<file path="config.mk">
export PLATFORM = sky130hd
export DESIGN_NAME = sync_fifo
export DESIGN_NICKNAME = d
export VERILOG_FILES = /design/src/rtl/fifo_pkg.sv /design/src/rtl/fifo_ram.sv /design/src/rtl/sync_fifo.sv
export SDC_FILE = /design/constraint.sdc
export NUM_CORES = 1
export LEC_CHECK = 0
export CELL_PAD_IN_SITES_DETAIL_PLACEMENT = 1
export CELL_PAD_IN_SITES_GLOBAL_PLACEMENT = 1
export CORE_MARGIN = 1
export CORE_UTILIZATION = 40
export CTS_BUF_LIST = sky130_fd_sc_hd__clkbuf_8 sky130_fd_sc_hd__clkbuf_16
export DETAILED_ROUTE_END_ITERATION = 8
export PLACE_DENSITY = 0.7
export SLEW_MARGIN = 10
export SYNTH_ARGS = -nofsm -noshare
export SYNTH_HDL_FRONTEND = slang
export SYNTH_SLANG_ARGS = --single-unit
</file>
<file path="constraint.sdc">
create_clock -name clk -period 4.1 [get_ports clk]
set_input_delay 0.82 -clock clk [delete_from_list [all_inputs] [get_ports clk]]
set_output_delay 0.82 -clock clk [all_outputs]
set_load 0.005 [all_outputs]
</file>
<file path="src/rtl/fifo_pkg.sv">
// Shared sizing helpers for the synchronous FIFO: pointer width and the
// perc_full occupancy threshold.
package fifo_pkg;

   // Ceiling log2 with a floor of 1 so a pointer is never zero bits wide.
   function automatic int clog2(input int value);
      int w;
      w = 0;
      for (int i = 0; i < 31; i++) begin
         if ((1 << i) < value) begin
            w = i + 1;
         end
      end
      return (w < 1) ? 1 : w;
   endfunction

   function automatic int perc_threshold(input int depth, input int perc);
      return (depth * perc) / 100;
   endfunction

endpackage

</file>
<file path="src/rtl/fifo_ram.sv">
// Simple dual-port storage: synchronous write, registered read with read enable.
// The read register resets to zero; the array itself is never cleared.
module fifo_ram
   import fifo_pkg::*;
#(
   parameter int DATA_WIDTH = 32,
   parameter int DEPTH      = 16,
   parameter int AW         = 4
) (
   input  logic                  clk,
   input  logic                  rst,
   input  logic                  wr_en,
   input  logic [AW-1:0]         wr_addr,
   input  logic [DATA_WIDTH-1:0] wr_data,
   input  logic                  rd_en,
   input  logic [AW-1:0]         rd_addr,
   output logic [DATA_WIDTH-1:0] rd_data
);

   logic [DATA_WIDTH-1:0] mem [DEPTH];
   logic [DATA_WIDTH-1:0] rd_data_q;

   always_ff @(posedge clk) begin
      if (wr_en) begin
         mem[wr_addr] <= wr_data;
      end
   end

   always_ff @(posedge clk or negedge rst) begin
      if (!rst) begin
         rd_data_q <= '0;
      end else if (rd_en) begin
         rd_data_q <= mem[rd_addr];
      end
   end

   assign rd_data = rd_data_q;

endmodule

</file>
<file path="src/rtl/sync_fifo.sv">
// Single-clock FIFO with registered (non-show-ahead) read data and occupancy flags.
// Define FIFO_ERR_FLAGS_EN to add sticky overflow/underflow outputs.
module sync_fifo
   import fifo_pkg::*;
#(
   parameter int DATA_WIDTH = 32,
   parameter int FIFO_DEPTH = 16,
   parameter int ADDR_BITS  = 10,
   parameter int PERC_FULL  = 75
) (
   input  logic                  clk,
   input  logic                  rst,
   input  logic                  en,
   input  logic                  wrreq,
   input  logic                  rdreq,
   input  logic [DATA_WIDTH-1:0] data_in,
   output logic [DATA_WIDTH-1:0] data_out,
   output logic                  perc_full,
   output logic                  full,
   output logic                  empty,
   output logic [ADDR_BITS-1:0]  usedw
`ifdef FIFO_ERR_FLAGS_EN
   ,
   output logic                  overflow,
   output logic                  underflow
`endif
);

   localparam int PTR_W  = clog2(FIFO_DEPTH);
   localparam int THRESH = perc_threshold(FIFO_DEPTH, PERC_FULL);

   localparam logic [PTR_W-1:0]     LAST_PTR   = PTR_W'(FIFO_DEPTH - 1);
   localparam logic [ADDR_BITS-1:0] DEPTH_CNT  = ADDR_BITS'(FIFO_DEPTH);
   localparam logic [ADDR_BITS-1:0] THRESH_CNT = ADDR_BITS'(THRESH);

   logic [PTR_W-1:0]     wr_ptr_q, wr_ptr_d;
   logic [PTR_W-1:0]     rd_ptr_q, rd_ptr_d;
   logic [ADDR_BITS-1:0] usedw_q, usedw_d;
   logic                 wr_ok, rd_ok;

   // Flags come from the registered count, so an access shows up one cycle later.
   assign full      = (usedw_q == DEPTH_CNT);
   assign empty     = (usedw_q == '0);
   assign perc_full = (usedw_q >= THRESH_CNT);
   assign usedw     = usedw_q;

   assign wr_ok = en & wrreq & ~full;
   assign rd_ok = en & rdreq & ~empty;

   // Explicit wrap compare keeps non-power-of-two depths correct.
   always_comb begin
      wr_ptr_d = wr_ptr_q;
      rd_ptr_d = rd_ptr_q;
      usedw_d  = usedw_q;
      if (wr_ok) begin
         wr_ptr_d = (wr_ptr_q == LAST_PTR) ? '0 : wr_ptr_q + PTR_W'(1);
      end
      if (rd_ok) begin
         rd_ptr_d = (rd_ptr_q == LAST_PTR) ? '0 : rd_ptr_q + PTR_W'(1);
      end
      case ({wr_ok, rd_ok})
         2'b10:   usedw_d = usedw_q + ADDR_BITS'(1);
         2'b01:   usedw_d = usedw_q - ADDR_BITS'(1);
         default: usedw_d = usedw_q;
      endcase
   end

   always_ff @(posedge clk or negedge rst) begin
      if (!rst) begin
         wr_ptr_q <= '0;
         rd_ptr_q <= '0;
         usedw_q  <= '0;
      end else begin
         wr_ptr_q <= wr_ptr_d;
         rd_ptr_q <= rd_ptr_d;
         usedw_q  <= usedw_d;
      end
   end

`ifdef FIFO_ERR_FLAGS_EN
   logic overflow_q, overflow_d;
   logic underflow_q, underflow_d;

   always_comb begin
      overflow_d  = overflow_q  | (en & wrreq & full);
      underflow_d = underflow_q | (en & rdreq & empty);
   end

   always_ff @(posedge clk or negedge rst) begin
      if (!rst) begin
         overflow_q  <= 1'b0;
         underflow_q <= 1'b0;
      end else begin
         overflow_q  <= overflow_d;
         underflow_q <= underflow_d;
      end
   end

   assign overflow  = overflow_q;
   assign underflow = underflow_q;
`endif

   fifo_ram #(
      .DATA_WIDTH (DATA_WIDTH),
      .DEPTH      (FIFO_DEPTH),
      .AW         (PTR_W)
   ) u_ram (
      .clk     (clk),
      .rst     (rst),
      .wr_en   (wr_ok),
      .wr_addr (wr_ptr_q),
      .wr_data (data_in),
      .rd_en   (rd_ok),
      .rd_addr (rd_ptr_q),
      .rd_data (data_out)
   );

endmodule

</file>
==> results.py <==
metrics = {
    "logic_synthesis": {
        "yosysSeqAreaShare_pct": 76.5,
        "async_flop_share_pct": 8.90,
        "synth.avg_cell_area_um2": 21.3,
        "synthXorXnorAreaFrac_pct": 0.282,
        "synth_top_family_by_area": "multiplexers",
        "synth_ff_type": "edfxtp_1",
        "synth_edf_count": 512,
        "synth_cell_type_count": 47,
        "synth_mux_area_share_pct": 13.3,
        "synth_cells": 1020,
        "synth_fa_ha_area_share_pct": 0.898,
        "yosys.area_share.simple_pct": 2.12,
        "synth.cell_area_mm2": 0.0217,
        "ys_ff_latch": 562,
        "yosysWarnings": 0,
        "synth_fp_nets": 1072,
        "synth-compound-area-share_pct": 5.28,
    },
    "setup_path": {
        "r2r_setup_slack_ns": 0.60,
        "end_kind": "flop",
        "cp.required_ns": 4.59,
        "crit_arrival_ns": 4.00,
        "path_class": "flop to flop",
        "start_kind": "flop",
        "path_max_fanout": 9,
    },
    "power": {
        "p_clk_share_pct": 31.4,
        "p_leak_nw": 8.33,
        "switching_share_pct": 28.8,
        "pwr-share-seq_pct": 44.2,
        "p_total_mw": 16.1,
        "switching_power_mw": 4.65,
        "p_per_area_mw_per_mm2": 631,
        "ir_worst_vdd_mv": 0.345,
        "p_int_mw": 11.5,
        "pwr-share-comb_pct": 24.4,
    },
    "placed_design": {
        "hpwlAfterDp_um": 29100,
        "portBuffers": 81,
        "post_dp_cell_area_mm2": 0.0237,
        "dp.cells": 1790,
        "dpl_worst_slack_ns": 0.343,
        "gp_congestion": 0.737,
    },
    "timing": {
        "drv_slew": 0,
        "worst_pin_slew_ns": 0.887,
        "hold_viol": 0,
        "grt_setup_unrepaired": "no",
        "skew_ns": 0.0154,
        "fmax_mhz": 285,
        "max-slew-margin-rel_pct": 40.7,
        "finalWorstSetupSlack_ns": 0.595,
        "fin_crit_sh_pct": 85.5,
        "fin_setup_tns_ns": 0,
        "setup_viol": 0,
        "fin_crit_ns": 3.50,
    },
    "worst_hold_path": {
        "hp-class": "primary input to asynchronous set/reset pin",
    },
    "drt": {
        "drt-total-wl_um": 50300,
        "first_pass_iters": 5,
        "drc_errors": 0,
        "drtIter0Drc": 872,
        "ant_nets": 0,
        "routed_via_density": 5.56,
        "dr_total_vias": 10500,
        "wire_per_inst_um": 26.5,
    },
    "global_routing": {
        "grt_pass1_wl_um": 75400,
        "grt_pass1_vias": 11500,
        "grt_max_degree": 70,
        "grt_usage_pct": 18.6,
        "overflow": 0,
        "antenna_found_initial": 2,
    },
    "clocking": {
        "clockBufferDepth": 3,
        "clk_pin_slew_ns": 0.06,
        "cts.sinks": 562,
        "post_cts_buffers": 0,
        "cts_inserted_buffers": 56,
        "cts_tree": "yes",
        "clk_latency_ns": 0.61,
        "h-tree-depth": 2,
        "root_buffer": "clkbuf_16",
        "post_cts_resized": 0,
        "ctsHoldBuffers": 0,
    },
    "cells_and_area": {
        "fin_area_mm2": 0.0256,
        "nets": 1204,
        "drive_gt1_share_pct": 26.4,
        "fin_cells": 1897,
        "syn_to_final_growth_pct": 17.7,
        "fillers": 4791,
    },
    "floorplan": {
        "die_y_um": 235,
        "die_w_um": 235,
        "ios": 82,
        "start_util_pct": 40.5,
        "placementRows": 85,
        "die_area_mm2": 0.0553,
        "coreArea_mm2": 0.0537,
    },
    "outcome": {
        "outcome": "completed",
    },
    "flow_run": {
        "maxCapViolCount": 0,
    },
}
-- flip-flops by register name, summed over array words and instances (netlist names) --
| register | count |
|---|---|
| u_ram.mem | 512 |
| usedw | 10 |
| u_ram.rd_data | 32 |
| rd_ptr_q | 4 |
| wr_ptr_q | 4 |
-- path summary, 6_finish.rpt --
kind                                        from               end  cells past startpoint
worst max-delay path                    usedw[7]          usedw[9]                     11
worst min-delay path                         rst  u_ram.rd_data[0]                      1
worst max register to register          usedw[7]          usedw[9]                     11
worst min register to register  u_ram.rd_data[9]  u_ram.rd_data[9]                      2
max in group asynchronous                    rst       rd_ptr_q[0]                      2
min in group clk                u_ram.rd_data[9]  u_ram.rd_data[9]                      2
-- Yosys cell counts (3+ instances only) --
cell / n / share of area [%]
a211oi_1: 3 / 0.10
a21o_1: 5 / 0.17
a21oi_1: 7 / 0.16
a221oi_1: 9 / 0.36
a221oi_2: 23 / 1.6
a22o_1: 33 / 1.3
buf_1: 7 / 0.12
buf_2: 13 / 0.30
buf_4: 5 / 0.17
buf_6: 10 / 0.52
clkbuf_1: 22 / 0.38
dfrtp_1: 50 / 5.8
edfxtp_1: 512 / 71
ha_1: 14 / 0.81
inv_1: 10 / 0.17
mux4_2: 128 / 13
nand2_1: 55 / 0.95
nand2b_1: 4 / 0.12
nand3_1: 3 / 0.069
nor2_1: 17 / 0.29
nor2b_1: 4 / 0.12
nor3_1: 7 / 0.16
o21a_1: 3 / 0.10
o21ai_0: 14 / 0.32
o21ai_1: 32 / 0.74
xnor2_1: 3 / 0.12
xor2_1: 4 / 0.16
-- area by class of cell --
class	count	area, um^2	area share (%)
flip-flops and latches	562	16600	65.0
multi-input cells	391	4880	19.1
clock buffers	64	1520	5.95
repair buffers	131	1320	5.16
well taps	696	871	3.40
clock inverters	42	307	1.20
inverters	10	37.5	0.147
diodes	1	2.50	0.00978
-- logic make-up (layout without fill, tap and decap cells) --
group           count (synthesis)  after routing
compound gates                139            139
xor+xnor                        7              7
fa+ha+maj                      15             15
buf+inv                        67            247
flops                         562            562
mux                           128            128
other cells                     0              1
simple gates                  102            102
-- critical path: stages, from the launching register on --
cell,delay (ns)
dfrtp_1,0.41
nor4_1,0.48
and4bb_2,0.32
or2_4,0.12
inv_1,0.07
ha_1,0.33
ha_1,0.39
o21ai_0,0.12
o21ai_0,0.39
nand4_1,0.21
a2111o_1,0.44
o311ai_0,0.10
-- cell usage in the layout (no fill, tap or decap), drive strengths merged, types with 5 or more instances in the layout --
cell and n:
clkdlybuf4s50 80, clkinvlp 5, nand2 55, nor3 7, a22o 33, dfrtp 50
a221oi 32, edfxtp 512, mux4 128, o21ai 46, nor2 17, buf 51
clkinv 22, a21oi 7, a21o 5, ha 14, clkbuf 64, inv 22
-- power groups by stage --
stage	clock (mW)	sequential, mW	combinational, mW
2_1_floorplan	0	7.04	2.52
3_3_place_gp	0	7.22	3.89
3_5_place_dp	0	7.25	3.98
4_1_cts	5.17	7.13	4.01
5_1_grt	5.35	7.19	4.25
6_report	5.07	7.12	3.94
-- metal layers --
layer	vias up	GRT usage (%)	routed length, um
met5	-	0	13
met4	2	4.49	994
met3	86	3.62	2960
met2	325	30.5	24700
met1	5596	25.6	21600
li1	4535	-	-
-- metrics by stage --
| stage | hold slack [ns] | utilization, % |
|---|---|---|
| 2_1_floorplan | 0.478 | - |
| 4_1_cts | 0.283 | 47.6 |
| 3_3_place_gp | 0.467 | 44.2 |
| 3_5_place_dp | 0.475 | 44.2 |
| 6_report | 0.276 | 47.6 |
| 5_1_grt | 0.297 | 47.6 |
(Power assumes the default switching activity.)
